[src/rtl/pkt_sched_pkg.sv]
// Shared types for the packet job scheduler:
// job, parse-request and completion records plus FSM states.
package pkt_sched_pkg;

  localparam int PQ_DEPTH = 2;

  typedef struct packed {
    logic [31:0] addr_in;
    logic [31:0] addr_out;
    logic [3:0]  byte_cnt;
    logic [3:0]  pkt_type;
    logic        parse;
  } job_t;

  typedef struct packed {
    logic        src;
    logic [31:0] addr;
  } preq_t;

  typedef struct packed {
    logic        src;
    logic        parsed;
    logic        timeout;
    logic [31:0] addr;
  } cmpl_t;

  typedef enum logic [1:0] {
    B_IDLE, B_START, B_WAIT, B_POST
  } bstate_t;

  typedef enum logic [1:0] {
    P_IDLE, P_START, P_WAIT, P_POST
  } pstate_t;

endpackage

[src/rtl/sched_fifo.sv]
// Small synchronous first-word-fall-through FIFO.
// Ports: push/wdata in, pop in, rdata = head, empty/full flags.
module sched_fifo #(
  parameter int W     = 8,
  parameter int DEPTH = 4
) (
  input  logic         clk,
  input  logic         reset,
  input  logic         push,
  input  logic [W-1:0] wdata,
  input  logic         pop,
  output logic [W-1:0] rdata,
  output logic         empty,
  output logic         full
);

  localparam int AW = (DEPTH > 1) ? $clog2(DEPTH) : 1;
  localparam logic [AW-1:0] P1 = AW'(1);
  localparam logic [AW:0]   C1 = (AW+1)'(1);
  localparam logic [AW:0]   CF = (AW+1)'(DEPTH);

  logic [W-1:0]  mem [DEPTH];
  logic [AW-1:0] wptr;
  logic [AW-1:0] rptr;
  logic [AW:0]   cnt;
  logic          wr;
  logic          rd;

  assign empty = (cnt == '0);
  assign full  = (cnt == CF);
  // a pop frees the slot the push fills
  assign wr    = push & (~full | pop);
  assign rd    = pop & ~empty;
  assign rdata = mem[rptr];

  always_ff @(posedge clk) begin
    if (wr) mem[wptr] <= wdata;
  end

  always_ff @(posedge clk or negedge reset) begin
    if (!reset) begin
      wptr <= '0;
      rptr <= '0;
      cnt  <= '0;
    end else begin
      if (wr) wptr <= wptr + P1;
      if (rd) rptr <= rptr + P1;
      unique case ({wr, rd})
        2'b10:   cnt <= cnt + C1;
        2'b01:   cnt <= cnt - C1;
        default: cnt <= cnt;
      endcase
    end
  end

endmodule

[src/rtl/pkt_job_sched.sv]
// Dispatches jobs to two packet builders, optionally chains a parse,
// and reports completions through a FWFT queue (done_* handshake).
module pkt_job_sched
  import pkt_sched_pkg::*;
#(
  parameter int WDOG_CYCLES = 1024,
  parameter int CQ_DEPTH    = 4
) (
  input  logic        clk,
  input  logic        reset,
  input  logic        job_valid,
  output logic        job_ready,
  input  logic [31:0] job_addr_in,
  input  logic [31:0] job_addr_out,
  input  logic [3:0]  job_byte_cnt,
  input  logic [3:0]  job_pkt_type,
  input  logic        job_parse,
  output logic        pb0_start,
  input  logic        pb0_busy,
  input  logic        pb0_irq,
  output logic [31:0] pb0_addr_in,
  output logic [31:0] pb0_addr_out,
  output logic [3:0]  pb0_byte_cnt,
  output logic [3:0]  pb0_pkt_type,
  output logic        pb1_start,
  input  logic        pb1_busy,
  input  logic        pb1_irq,
  output logic [31:0] pb1_addr_in,
  output logic [31:0] pb1_addr_out,
  output logic [3:0]  pb1_byte_cnt,
  output logic [3:0]  pb1_pkt_type,
  output logic        pp_start,
  input  logic        pp_busy,
  input  logic        pp_irq,
  output logic [31:0] pp_addr_hdr,
  output logic        done_valid,
  input  logic        done_ready,
  output logic        done_src,
  output logic        done_parsed,
  output logic        done_timeout,
  output logic [31:0] done_addr
);

  localparam logic [15:0] WD = 16'(WDOG_CYCLES);

  bstate_t     bst    [2];
  bstate_t     bst_nx [2];
  job_t        bjob   [2];
  logic [15:0] bwd    [2];
  logic [15:0] bwd_inc[2];
  logic [1:0]  bto;
  logic [1:0]  bhit;
  logic [1:0]  bbusy;
  logic [1:0]  birq;
  logic [1:0]  elig;
  logic [1:0]  take;
  logic [1:0]  want_pq;
  logic [1:0]  want_cq;
  logic [1:0]  pq_gnt;
  logic [1:0]  cq_gnt;
  logic        ptr;
  logic        sel;
  logic        accept;
  job_t        job_in;

  pstate_t     pst;
  pstate_t     pst_nx;
  logic [15:0] pwd;
  logic [15:0] pwd_inc;
  logic        phit;
  logic        pto;
  logic        psrc;
  logic        p_gnt;

  preq_t       pq_wdata;
  preq_t       pq_head;
  logic        pq_push;
  logic        pq_pop;
  logic        pq_empty;
  logic        pq_full;

  cmpl_t       cq_wdata;
  cmpl_t       cq_head;
  logic        cq_push;
  logic        cq_pop;
  logic        cq_empty;
  logic        cq_full;
  logic        cq_room;

  assign bbusy = {pb1_busy, pb0_busy};
  assign birq  = {pb1_irq, pb0_irq};

  assign job_in = '{
    addr_in:  job_addr_in,
    addr_out: job_addr_out,
    byte_cnt: job_byte_cnt,
    pkt_type: job_pkt_type,
    parse:    job_parse
  };

  always_comb begin
    for (int i = 0; i < 2; i++) begin
      elig[i]    = (bst[i] == B_IDLE) & ~bbusy[i];
      bwd_inc[i] = bwd[i] + 16'd1;
      bhit[i]    = (bwd_inc[i] == WD);
      // timed-out builds skip the parser
      want_pq[i] = (bst[i] == B_POST)
                 & bjob[i].parse & ~bto[i];
      want_cq[i] = (bst[i] == B_POST)
                 & ~(bjob[i].parse & ~bto[i]);
    end
  end

  // async reset forces job_ready low
  assign job_ready = reset & (|elig);
  assign accept    = job_valid & job_ready;

  always_comb begin
    sel  = 1'b0;
    take = '0;
    if (&elig) sel = ptr;
    else       sel = elig[1];
    if (accept) take[sel] = 1'b1;
  end

  assign cq_pop  = done_valid & done_ready;
  assign cq_room = ~cq_full | cq_pop;
  assign p_gnt   = (pst == P_POST) & cq_room;

  assign pq_gnt[0] = want_pq[0] & ~pq_full;
  assign pq_gnt[1] = want_pq[1] & ~want_pq[0]
                   & ~pq_full;
  assign cq_gnt[0] = want_cq[0] & cq_room
                   & ~(pst == P_POST);
  assign cq_gnt[1] = want_cq[1] & cq_room
                   & ~(pst == P_POST) & ~want_cq[0];

  always_comb begin
    for (int i = 0; i < 2; i++) begin
      bst_nx[i] = bst[i];
      unique case (bst[i])
        B_IDLE:  if (take[i]) bst_nx[i] = B_START;
        B_START: bst_nx[i] = B_WAIT;
        B_WAIT:  if (birq[i] | bhit[i]) bst_nx[i] = B_POST;
        B_POST:  if (pq_gnt[i] | cq_gnt[i])
                   bst_nx[i] = B_IDLE;
        default: bst_nx[i] = B_IDLE;
      endcase
    end
  end

  always_ff @(posedge clk or negedge reset) begin
    if (!reset) begin
      ptr <= 1'b0;
      bto <= '0;
      for (int i = 0; i < 2; i++) begin
        bst[i]  <= B_IDLE;
        bjob[i] <= '0;
        bwd[i]  <= '0;
      end
    end else begin
      if (accept & (&elig)) ptr <= ~ptr;
      for (int i = 0; i < 2; i++) begin
        bst[i] <= bst_nx[i];
        if (take[i]) begin
          bjob[i] <= job_in;
          bto[i]  <= 1'b0;
        end
        if (bst[i] == B_START)
          bwd[i] <= '0;
        else if (bst[i] == B_WAIT)
          bwd[i] <= bwd_inc[i];
        if (bst[i] == B_WAIT && !birq[i] && bhit[i])
          bto[i] <= 1'b1;
      end
    end
  end

  assign pb0_start    = (bst[0] == B_START);
  assign pb0_addr_in  = bjob[0].addr_in;
  assign pb0_addr_out = bjob[0].addr_out;
  assign pb0_byte_cnt = bjob[0].byte_cnt;
  assign pb0_pkt_type = bjob[0].pkt_type;
  assign pb1_start    = (bst[1] == B_START);
  assign pb1_addr_in  = bjob[1].addr_in;
  assign pb1_addr_out = bjob[1].addr_out;
  assign pb1_byte_cnt = bjob[1].byte_cnt;
  assign pb1_pkt_type = bjob[1].pkt_type;

  assign pq_push  = |pq_gnt;
  assign pq_wdata = pq_gnt[0]
    ? '{src: 1'b0, addr: bjob[0].addr_out}
    : '{src: 1'b1, addr: bjob[1].addr_out};

  sched_fifo #(
    .W     ($bits(preq_t)),
    .DEPTH (PQ_DEPTH)
  ) u_pq (
    .clk   (clk),
    .reset (reset),
    .push  (pq_push),
    .wdata (pq_wdata),
    .pop   (pq_pop),
    .rdata (pq_head),
    .empty (pq_empty),
    .full  (pq_full)
  );

  assign pwd_inc  = pwd + 16'd1;
  assign phit     = (pwd_inc == WD);
  assign pp_start = (pst == P_START);
  // head stays queued until its completion is recorded
  assign pq_pop   = p_gnt;

  always_comb begin
    pst_nx = pst;
    unique case (pst)
      P_IDLE:  if (!pq_empty && !pp_busy) pst_nx = P_START;
      P_START: pst_nx = P_WAIT;
      P_WAIT:  if (pp_irq | phit) pst_nx = P_POST;
      P_POST:  if (cq_room) pst_nx = P_IDLE;
      default: pst_nx = P_IDLE;
    endcase
  end

  always_ff @(posedge clk or negedge reset) begin
    if (!reset) begin
      pst         <= P_IDLE;
      pwd         <= '0;
      pto         <= 1'b0;
      psrc        <= 1'b0;
      pp_addr_hdr <= '0;
    end else begin
      pst <= pst_nx;
      if (pst == P_IDLE && pst_nx == P_START) begin
        psrc        <= pq_head.src;
        pp_addr_hdr <= pq_head.addr;
        pto         <= 1'b0;
      end
      if (pst == P_START)
        pwd <= '0;
      else if (pst == P_WAIT)
        pwd <= pwd_inc;
      if (pst == P_WAIT && !pp_irq && phit)
        pto <= 1'b1;
    end
  end

  assign cq_push = p_gnt | (|cq_gnt);

  always_comb begin
    cq_wdata = '0;
    unique case (1'b1)
      p_gnt: cq_wdata = '{
        src: psrc, parsed: 1'b1,
        timeout: pto, addr: pp_addr_hdr};
      cq_gnt[0]: cq_wdata = '{
        src: 1'b0, parsed: 1'b0,
        timeout: bto[0], addr: bjob[0].addr_out};
      cq_gnt[1]: cq_wdata = '{
        src: 1'b1, parsed: 1'b0,
        timeout: bto[1], addr: bjob[1].addr_out};
      default: ;
    endcase
  end

  sched_fifo #(
    .W     ($bits(cmpl_t)),
    .DEPTH (CQ_DEPTH)
  ) u_cq (
    .clk   (clk),
    .reset (reset),
    .push  (cq_push),
    .wdata (cq_wdata),
    .pop   (cq_pop),
    .rdata (cq_head),
    .empty (cq_empty),
    .full  (cq_full)
  );

  // record fields read as zero while the queue is empty
  assign done_valid   = ~cq_empty;
  assign done_src     = done_valid & cq_head.src;
  assign done_parsed  = done_valid & cq_head.parsed;
  assign done_timeout = done_valid & cq_head.timeout;
  assign done_addr    = done_valid ? cq_head.addr : '0;

endmodule

[config.mk]
export PLATFORM = sky130hd
export DESIGN_NAME = pkt_job_sched
export DESIGN_NICKNAME = d
export VERILOG_FILES = /design/src/rtl/pkt_sched_pkg.sv /design/src/rtl/sched_fifo.sv /design/src/rtl/pkt_job_sched.sv
export SDC_FILE = /design/constraint.sdc
export NUM_CORES = 1
export LEC_CHECK = 0
export ABC_AREA = 1
export CAP_MARGIN = 20
export CORE_MARGIN = 1
export CORE_UTILIZATION = 55
export CTS_BUF_LIST = sky130_fd_sc_hd__clkbuf_8
export CTS_CLUSTER_SIZE = 8
export DETAILED_ROUTE_END_ITERATION = 7
export PLACE_DENSITY = 0.86
export SYNTH_ARGS = -nofsm -noshare
export SYNTH_HDL_FRONTEND = slang
export SYNTH_SLANG_ARGS = --single-unit
[constraint.sdc]
create_clock -name clk -period 5 [get_ports clk]
set_input_delay 0.75 -clock clk [delete_from_list [all_inputs] [get_ports clk]]
set_output_delay 0.75 -clock clk [all_outputs]
set_load 0.01 [all_outputs]
==> impl_metrics.py <==
metrics = {
    "timing": {
        "fmax_mhz": 253,
        "slew_viol_final": 0,
        "setup_viol": 0,
        "rsz0062_at_grt": "no",
        "worst_slew_pin_slew_ns": 0.943,
        "relSlewSlack_pct": 37.0,
        "period_share_pct": 79.0,
        "hold_viol": 0,
        "fin_tns_setup_ns": 0,
        "fin_crit_ns": 3.95,
        "fin_worst_skew_ns": 0.0261,
    },
    "clocking": {
        "cts_buffer_depth": 3,
        "numCtsBuffers": 75,
        "postCtsHoldBufs": 0,
        "htreeDepth": 3,
        "worstSkewPairLatency_ns": 0.63,
        "ctsRootBufferMaster": "clkbuf_8",
        "cts_num_sinks": 454,
        "postCtsSetupBuffers": 0,
        "cts_resized": 0,
        "clk_pin_slew_worst_paths_ns": 0.05,
        "cts_tree": "done",
    },
    "synthesis": {
        "yosys.area.top_type_share_pct": 30.1,
        "synth-seq-area-share_pct": 60.0,
        "synth_edf_count": 206,
        "synth.avg_cell_area_sq_um": 10.3,
        "yosysWarnings": 0,
        "asyncSetResetFlopFracSynth_pct": 54.6,
        "synth-main-ff-cell": "dfrtp_1",
        "yosysMostFrequentCell": "nand2_1",
        "yosys_register_bits": 454,
        "ys_top_cells_by_count": "nand2_1, dfrtp_1, o21ai_0",
        "syn_inst": 2002,
        "synthesis.nets": 2109,
        "synth_area_leaders": "dfrtp_1, edfxtp_1, nand2_1, buf_4, o21ai_0",
        "syn_area_sq_um": 20600,
        "yosysUniqueCellTypes": 44,
        "synth_top_cell_by_area": "dfrtp_1",
    },
    "placement": {
        "dp_cells": 2569,
        "routabilityCongestion": 0.900,
        "numPortBuffers": 298,
        "post-dp-hpwl_mm": 34.4,
    },
    "die": {
        "row_count": 70,
        "die-area_sq_um": 38300,
        "start_util_pct": 56.1,
        "die_w_um": 196,
        "ios": 299,
        "die_y_um": 196,
        "core_area_sq_um": 36800,
    },
    "drt": {
        "viasPerCell": 5.55,
        "drt-pass1-iter-count": 6,
        "wl_mm": 51.3,
        "num_vias": 15000,
        "initialDrtViolationCount": 1407,
        "wl_per_cell_um": 19.0,
        "drc_errors": 0,
        "postRouteAntennaNets": 0,
    },
    "worst_setup_path": {
        "startpoint": "u_cq.cnt[0]",
        "r2r.worst_path.cells": 12,
        "criticalPathCategory": "reg -> out",
        "arrival_ns": 3.20,
        "worst-path-max-fanout": 19,
        "critPathLaunchType": "register",
        "required_ns": 4.25,
        "r2r_start": "pst[0]",
        "end_kind": "output port",
    },
    "power_and_ir_drop": {
        "cellLeakagePower_nw": 10.4,
        "power.internal_mw": 9.97,
        "switching_share_pct": 37.9,
        "vdd_drop_max_mv": 0.356,
        "clockPowerShare_pct": 19.0,
        "p_switching_mw": 6.07,
        "powerDensity_nw_per_um2": 655,
        "seq_power_share_pct": 39.0,
        "p_comb_share_pct": 42.0,
    },
    "grt": {
        "grt_pass1_vias": 15100,
        "overflow": 0,
        "grt_max_degree": 162,
        "grt_pass1_wl_mm": 79.9,
        "grt_antenna_before_repair": 5,
        "grt_usage_pct": 26.9,
    },
    "final_layout": {
        "nNetsFinal": 2285,
        "finalNonFillerCells": 2704,
        "drive_above_1_share_pct": 9.62,
        "syn_to_final_growth_pct": 18.5,
    },
    "run": {
        "drv_cap": 0,
    },
    "status": {
        "outcome": "completed",
    },
    "worst_hold_path": {
        "hold_path.class": "in -> async",
    },
}
==> sequential cells by signal, summed over array words and instances (netlist names), 16 cells and up <==
register,flops
u_cq.mem,140
pb0_addr_in,32
pwd,16
pb0_addr_out,32
pb1_addr_out,32
pb1_addr_in,32
pp_addr_hdr,32
bwd,32
u_pq.mem,66
==> per-layer routing <==
| metal | vias to the layer above | share of wire (%) | GRT usage (%) |
|---|---|---|---|
| met2 | 726 | 48 | 44.8 |
| met5 | - | 0.072 | 0 |
| met3 | 113 | 11 | 8.23 |
| li1 | 6901 | - | - |
| met1 | 7264 | 38 | 33.2 |
| met4 | 6 | 2.9 | 9.90 |
==> cell type report <==
cell class	count	area [sq um]
sequential	454	12400
fill	2588	12300
multi-input combinational	1155	6190
timing repair buffer	324	3270
clock buffer	82	1130
inverter	168	632
tap	468	586
clock inverter	51	264
antenna	2	5.00
==> power by group through the flow <==
stage,registers (mW),logic [mW],clock network [mW]
floorplan,6.06,4.19,0
detailed placement,6.29,6.67,0
global route,6.37,7.28,3.27
global placement,6.30,6.29,0
CTS,6.24,6.71,3.11
finish,6.26,6.73,3.05
==> worst paths after layout <==
path	slack (ns)	to
worst min register to register	0.48	pb0_addr_in[18]
worst min-delay path	0.1	bwd[2]
min in group clk	0.48	pb0_addr_in[18]
worst max register to register	1.85	u_cq.cnt[2]
worst max-delay path	1.05	done_timeout
max in group asynchronous	3.53	u_cq.rptr[0]
==> stage by stage <==
step / hold slack, ns / util (%) / total power [mW] / setup slack (ns) / cell area, sq um
floorplan: 0.450 / - / 10.3 / 2.07 / 20600
global placement: 0.461 / 62.5 / 12.6 / 1.26 / 23000
detailed placement: 0.467 / 62.7 / 13.0 / 1.22 / 23100
CTS: 0.130 / 66.5 / 16.1 / 0.998 / 24500
global route: 0.160 / 66.5 / 16.9 / 0.909 / 24500
finish: 0.0996 / 66.5 / 16.0 / 1.05 / 24500
==> cells by family (layout without fill, tap and decap cells) <==
| family | Yosys count | in the layout | synth area share (%) |
|---|---|---|---|
| simple gates | 679 | 679 | 13.5 |
| flops | 454 | 454 | 60.0 |
| buf+inv | 393 | 625 | 10.2 |
| compound gates | 335 | 335 | 8.95 |
| mux | 95 | 95 | 4.98 |
| fa+ha+maj | 24 | 24 | 1.49 |
| xor+xnor | 22 | 22 | 0.933 |
| other cells | 0 | 2 | 0 |
==> cell usage in the layout (no fill, tap or decap), types with 3 or more instances in the layout <==
| master | instances |
|---|---|
| nor2_2 | 12 |
| inv_2 | 6 |
| o21ai_1 | 12 |
| a22o_1 | 3 |
| clkdlybuf4s50_1 | 297 |
| xor2_1 | 19 |
| clkbuf_8 | 82 |
| inv_6 | 5 |
| mux2_2 | 45 |
| inv_1 | 195 |
| nand2_2 | 7 |
| buf_4 | 19 |
| o221ai_1 | 21 |
| clkinv_2 | 5 |
| nand2_1 | 394 |
| o21ai_0 | 216 |
| nand3_2 | 6 |
| a21oi_1 | 42 |
| nor2_1 | 187 |
| ha_1 | 23 |
| nor2_4 | 6 |
| a22oi_1 | 12 |
| clkinv_1 | 5 |
| o22ai_1 | 23 |
| edfxtp_1 | 206 |
| mux2_1 | 17 |
| nand3_1 | 38 |
| buf_12 | 7 |
| xnor2_1 | 3 |
| nor3_1 | 9 |
| nand4_1 | 11 |
| mux2i_1 | 33 |
| dfrtp_1 | 246 |
==> critical path: stages, from the launching register on <==
cell	delay, ns
dfrtp_1	0.40
nor2_1	0.10
nand2_1	0.16
clkinv_1	0.53
buf_4	0.43
a21oi_1	0.33
clkdlybuf4s50_1	0.61
Power figures use the tool's default switching activity.
